## src/rtl/ph_table_ctrl.sv

```systemverilog
// Per-router ACO pheromone table: initialises every entry, arbitrates the
// input ports round-robin and serialises lookup / reinforce operations.
module ph_table_ctrl #(
    parameter int N        = 5,
    parameter int NODES    = 16,
    parameter int PH_WIDTH = 4,
    parameter int PH_MAX   = 15,
    parameter int PH_MIN   = 0,
    parameter int PH_INIT  = 8,
    parameter int PH_INC   = 2
) (
    input  logic                                   clk,
    input  logic                                   reset,
    input  logic [0:N-1]                           i_req,
    input  logic [0:N-1]                           i_op,
    input  logic [0:N-1][$clog2(NODES)-1:0]        i_dest,
    input  logic [0:N-1][0:N-2]                    i_avail,
    input  logic [0:N-1][$clog2(N)-1:0]            i_parent,
    output logic [0:N-1]                           o_gnt,
    output logic [0:N-1]                           o_rsp_valid,
    output logic [$clog2(N)-1:0]                   o_rsp_port,
    output logic [PH_WIDTH-1:0]                    o_rsp_value,
    output logic                                   o_init_done,
    output logic [0:NODES-1][0:N-2][PH_WIDTH-1:0]  o_test_pheromones
);

    localparam int DW = $clog2(NODES);
    localparam int PW = $clog2(N);
    localparam int EW = PH_WIDTH + 1;

    typedef logic [PH_WIDTH-1:0] ph_t;
    typedef logic [0:N-2][PH_WIDTH-1:0] row_t;

    typedef enum logic [1:0] {
        S_INIT,
        S_IDLE,
        S_READ,
        S_EXEC
    } state_t;

    state_t state_q, state_d;

    logic [DW-1:0] cnt_q;
    logic [PW-1:0] ptr_q;
    logic [PW-1:0] gnt_q;
    logic          op_q;
    logic [DW-1:0] dest_q;
    logic [0:N-2]  avail_q;
    logic [PW-1:0] parent_q;
    logic          dest_ok_q;
    row_t          row_q;
    logic [PW-1:0] rsp_port_q;
    ph_t           rsp_value_q;

    logic [0:NODES-1][0:N-2][PH_WIDTH-1:0] table_q;

    logic          dest_ok;
    logic          gnt_any;
    logic [PW-1:0] gnt_sel;
    logic          best_found;
    logic [PW-1:0] best_port;
    ph_t           best_val;
    logic          par_ok;
    ph_t           par_val;
    row_t          new_row;
    logic [PW-1:0] exec_port;
    ph_t           exec_value;

    assign dest_ok = int'(dest_q) < NODES;

    // Round-robin search starting one past the last granted port.
    always_comb begin
        int idx;
        gnt_any = 1'b0;
        gnt_sel = '0;
        idx     = 0;
        for (int i = 0; i < N; i++) begin
            idx = (int'(ptr_q) + i) % N;
            if (!gnt_any && i_req[idx]) begin
                gnt_any = 1'b1;
                gnt_sel = PW'(idx);
            end
        end
    end

    // Strict '>' keeps the lowest column on ties.
    always_comb begin
        best_found = 1'b0;
        best_port  = '0;
        best_val   = '0;
        for (int c = 0; c < N - 1; c++) begin
            if (avail_q[c] && (!best_found || row_q[c] > best_val)) begin
                best_found = 1'b1;
                best_port  = PW'(c + 1);
                best_val   = row_q[c];
            end
        end
    end

    // Reinforce / evaporate in one extra bit so neither end can wrap.
    always_comb begin
        logic [EW-1:0] ext;
        ext     = '0;
        par_ok  = (parent_q != '0) && (int'(parent_q) <= N - 1);
        par_val = '0;
        new_row = row_q;
        for (int c = 0; c < N - 1; c++) begin
            ext = {1'b0, row_q[c]};
            if (par_ok && int'(parent_q) == c + 1) begin
                ext = ext + EW'(PH_INC);
                if (ext > EW'(PH_MAX)) begin
                    ext = EW'(PH_MAX);
                end
                par_val = ext[PH_WIDTH-1:0];
            end else if (ext > EW'(PH_MIN)) begin
                ext = ext - EW'(1);
            end else begin
                ext = EW'(PH_MIN);
            end
            new_row[c] = ext[PH_WIDTH-1:0];
        end
    end

    always_comb begin
        exec_port  = '0;
        exec_value = '0;
        if (op_q) begin
            exec_port  = parent_q;
            exec_value = dest_ok_q ? par_val : '0;
        end else if (dest_ok_q && best_found) begin
            exec_port  = best_port;
            exec_value = best_val;
        end
    end

    always_comb begin
        state_d     = state_q;
        o_gnt       = '0;
        o_rsp_valid = '0;
        unique case (state_q)
            S_INIT: begin
                if (cnt_q == DW'(NODES - 1)) begin
                    state_d = S_IDLE;
                end
            end
            S_IDLE: begin
                if (gnt_any) begin
                    o_gnt[gnt_sel] = 1'b1;
                    state_d        = S_READ;
                end
            end
            S_READ: begin
                state_d = S_EXEC;
            end
            S_EXEC: begin
                o_rsp_valid[gnt_q] = 1'b1;
                state_d            = S_IDLE;
            end
            default: begin
                state_d = S_INIT;
            end
        endcase
    end

    // Result is live during the pulse and held from registers afterwards.
    assign o_rsp_port        = (state_q == S_EXEC) ? exec_port : rsp_port_q;
    assign o_rsp_value       = (state_q == S_EXEC) ? exec_value : rsp_value_q;
    assign o_init_done       = (state_q != S_INIT);
    assign o_test_pheromones = table_q;

    always_ff @(posedge clk or posedge reset) begin
        if (reset) begin
            state_q     <= S_INIT;
            cnt_q       <= '0;
            ptr_q       <= '0;
            gnt_q       <= '0;
            op_q        <= 1'b0;
            dest_q      <= '0;
            avail_q     <= '0;
            parent_q    <= '0;
            dest_ok_q   <= 1'b0;
            row_q       <= '0;
            table_q     <= '0;
            rsp_port_q  <= '0;
            rsp_value_q <= '0;
        end else begin
            state_q <= state_d;
            unique case (state_q)
                S_INIT: begin
                    table_q[cnt_q] <= {(N - 1){PH_WIDTH'(PH_INIT)}};
                    if (cnt_q == DW'(NODES - 1)) begin
                        cnt_q <= '0;
                    end else begin
                        cnt_q <= cnt_q + DW'(1);
                    end
                end
                S_IDLE: begin
                    if (gnt_any) begin
                        gnt_q    <= gnt_sel;
                        op_q     <= i_op[gnt_sel];
                        dest_q   <= i_dest[gnt_sel];
                        avail_q  <= i_avail[gnt_sel];
                        parent_q <= i_parent[gnt_sel];
                        if (int'(gnt_sel) == N - 1) begin
                            ptr_q <= '0;
                        end else begin
                            ptr_q <= gnt_sel + PW'(1);
                        end
                    end
                end
                S_READ: begin
                    dest_ok_q <= dest_ok;
                    row_q     <= dest_ok ? table_q[dest_q] : '0;
                end
                S_EXEC: begin
                    if (op_q && dest_ok_q) begin
                        table_q[dest_q] <= new_row;
                    end
                    rsp_port_q  <= exec_port;
                    rsp_value_q <= exec_value;
                end
                default: begin
                end
            endcase
        end
    end

endmodule

```

## config.mk

```make
export PLATFORM = sky130hd
export DESIGN_NAME = ph_table_ctrl
export DESIGN_NICKNAME = d
export VERILOG_FILES = /design/src/rtl/ph_table_ctrl.sv
export SDC_FILE = /design/constraint.sdc
export NUM_CORES = 1
export LEC_CHECK = 0
export BUFFER_PORTS_ARGS = -buffer_cell sky130_fd_sc_hd__buf_2
export CAP_MARGIN = 5
export CELL_PAD_IN_SITES_DETAIL_PLACEMENT = 0
export CELL_PAD_IN_SITES_GLOBAL_PLACEMENT = 1
export CORE_UTILIZATION = 46
export CTS_CLUSTER_SIZE = 8
export DETAILED_ROUTE_END_ITERATION = 16
export PLACE_DENSITY = 0.86
export SYNTH_ARGS = -nofsm -noshare
export SYNTH_HDL_FRONTEND = slang
export SYNTH_SLANG_ARGS = --single-unit
```

## constraint.sdc

```tcl
create_clock -name clk -period 23.8 [get_ports clk]
set_input_delay 1.19 -clock clk [delete_from_list [all_inputs] [get_ports clk]]
set_output_delay 1.19 -clock clk [all_outputs]
set_load 0.1 [all_outputs]
```

==> impl_metrics.json <==
{
  "port_buffers": 340,
  "clk_latency_ps": 570,
  "num_vias": 16000,
  "async_reset_ff_share_pct": 100,
  "finalInstanceArea_um2": 20800,
  "cpPeakStageDelay_ps": 950,
  "post-cts-setup-buffers": 0,
  "drive_gt1_share_pct": 24.6,
  "cts_tree": "done",
  "cp-startpoint": "avail_q[0]",
  "synth.largest_area_cell": "dfrtp_1",
  "use_met1_pct": 41.2,
  "grt_pass1_wl_um": 93200,
  "status": "finished, final reports clean",
  "die_area_um2": 39000,
  "relSlewSlack_pct": 17.6,
  "crit_path_frequent_cell": "a21oi_1",
  "post_drt_wl_per_cell_um": 22.9,
  "yosysSeqAreaShare_pct": 43.3,
  "drtIter0Drc": 1228,
  "gr-usage-met3_pct": 8.74,
  "drc": 0,
  "slew_violations": 0,
  "coreArea_um2": 37700,
  "grt_usage_pct": 31.1,
  "maxCapViolCount": 0,
  "setup_viol": 0,
  "area_growth_pct": 18.2,
  "clk_pin_slew_ps": 50,
  "yosys_warnings": 0,
  "ys_ff_latch": 304,
  "rsz0062_at_grt": "false",
  "grt_max_degree": 163,
  "rr_endpoint": "rsp_value_q[2]",
  "die_w_um": 197,
  "ys.flop_type": "dfrtp_1",
  "syn_area_per_cell_um2": 9.42,
  "die_y_um": 197,
  "gp_congestion": 0.946,
  "crit_type": "reg2out",
  "crit_path_end_kind": "output pin",
  "dpl_cell_area_um2": 19600,
  "hold_class": "reg2reg",
  "cts_buffers": 44,
  "drtAntennaViolNets": 0,
  "ios": 341,
  "clockBufferDepth": 3,
  "hold_start": "o_test_pheromones[233]",
  "n_antenna_cell": 0,
  "cp_data_arrival_time_ps": 7410,
  "clockRootBuffer": "clkbuf_16",
  "yosysTopAreaCellShare_pct": 43.3,
  "fmax_mhz": 116,
  "dp_hpwl_um": 44600,
  "worst_pin_slew_ps": 1240,
  "grt_overflow": 0,
  "r2r_setup_slack_ps": 17310,
  "via_per_inst": 6.04,
  "startpoint_type": "register",
  "start_util_pct": 46.7,
  "period_share_pct": 36.1,
  "clock_skew_ps": 32.1,
  "cp_slowest_cell": "a2111oi_1",
  "cts_sinks": 304,
  "ctsHtreeMaxLevel": 2,
  "rows": 71,
  "min_to": "o_test_pheromones[233]",
  "r2r-start": "avail_q[0]",
  "syn_inst": 1866,
  "layoutNonFillerInstCount": 2657,
  "min_period_ps": 8600,
  "final_nets": 2271,
  "wirelength_um": 60800,
  "first_global_vias": 15600,
  "path_max_fanout": 9,
  "firstDrtPassIters": 7,
  "cts-resized-gates": 0,
  "hold-path-cell-count": 2,
  "syn_nets": 1996,
  "synth.distinct_cells": 82,
  "synthTopCellsByArea": "dfrtp_1, mux4_2, o21ai_0, nand2_1, a21oi_1",
  "rr_worst_depth": 29,
  "required_ps": 22610,
  "cts.hold.buffers_added": 0,
  "antenna_found_initial": 1,
  "synth_edf_count": 0,
  "fin_tns_setup_ps": 0,
  "netlist_area_um2": 17600,
  "met2_usage_pct": 48.9,
  "hold_viol": 0,
  "dpl.cell_count": 2604,
  "busiest_layer": "met2"
}
## sequential cells by signal (all words and copies together) (netlist names)
register,flops
rsp_port_q,3
ptr_q,3
op_q,1
gnt_q,3
cnt_q,4
dest_q,4
row_q,16
parent_q,3
state_q,2
dest_ok_q,1
rsp_value_q,4
avail_q,4
o_test_pheromones,256
## cell usage in the layout, fill, tap and decap left out, drive strengths merged, types with 7 or more instances in the layout
master	count
and2	9
nor2b	13
nor3	13
o31ai	8
o21ai	297
nand2b	15
a22oi	9
o211ai	15
a21oi	159
nand3	99
nand4	13
dfrtp	304
buf	361
o311ai	7
inv	47
o21a	15
mux2i	37
o22a	13
mux4	80
mux2	7
a31oi	10
and3	10
xnor2	8
a21o	8
ha	63
nand2	275
clkbuf	48
o22ai	14
nor2	98
or2	10
## cell families (layout without fill, tap and decap cells)
kind of cell,count (synthesis),count (layout),share of synthesized area [%]
simple gates,579,579,14.7
fa+ha+maj,63,63,4.48
compound gates,603,603,19.9
xor+xnor,14,14,0.740
flops,304,304,43.3
mux,124,124,12.8
buf+inv,179,459,4.04
## synthesized netlist by cell type, types with 4 or more instances
library cell  number
a211oi_1           4
a21o_1             8
a21oi_1          158
a221oi_1           4
a22o_1             4
a22oi_1            9
a31o_2             4
a31oi_1            9
a41oi_1            4
and2_1             9
and3_1            10
buf_1             10
buf_2              7
clkbuf_1         110
dfrtp_1          304
ha_1              63
inv_1             44
mux2_2             5
mux2i_1           37
mux4_2            80
nand2_1          275
nand2b_1          15
nand3_1           99
nand3b_1           4
nand4_1           13
nor2_1            98
nor2b_1           13
nor3_1            13
o211ai_1          15
o21a_1            15
o21ai_0          294
o22a_1            13
o22ai_1           14
o311ai_0           4
o31ai_1            8
or2_2              8
xnor2_1            8
xor2_1             5
## worst max path at each step
stage                endpoint  slack (ps)  depth (start not counted)
6_report       o_rsp_value[2]       15200                         30
5_1_grt        o_rsp_value[2]       14680                         30
4_1_cts        o_rsp_value[2]       14980                         30
3_5_place_dp   o_rsp_value[2]       15540                         30
3_3_place_gp   o_rsp_value[2]       15900                         30
2_1_floorplan      avail_q[0]       14210                          1
## critical path: cells and delay by family, from the launching register on
family | cells | cell delay (ps)
AO/OA/AOI/OAI | 15 | 3680
AND/OR/NAND/NOR | 8 | 830
buffers and inverters | 3 | 610
flip-flops | 1 | 480
adder cells (fa/ha/maj) | 3 | 890
multiplexers | 1 | 360
## through the flow
stage | setup slack (ps) | util [%] | hold WS, ps
final | 15200 | 55.1 | 499
after global routing | 14680 | 55.1 | 523
after CTS | 14980 | 55.1 | 502
after detailed placement | 15540 | 52.0 | 492
after global placement | 15900 | 52.0 | 478
after floorplan | 14210 | - | 474
## per-layer routing
layer / wire length (um) / part of all wire (%) / up-vias
li1: - / - / 7286
met1: 24800 / 41 / 7901
met2: 28000 / 46 / 727
met3: 5920 / 9.7 / 121
met4: 2040 / 3.4 / 2
met5: 13 / 0.021 / -
## layout make-up
type	instances	area [um^2]
clock buffers	48	1130
clock inverters	3	55.1
fillers	3439	16900
inverters	47	184
multi-input cells	1383	9280
flip-flops and latches	304	7610
well taps	511	639
repair buffers	361	1870
Power is not shown: default switching activity piles up to over one toggle a cycle in this logic, so the estimate is an artifact.
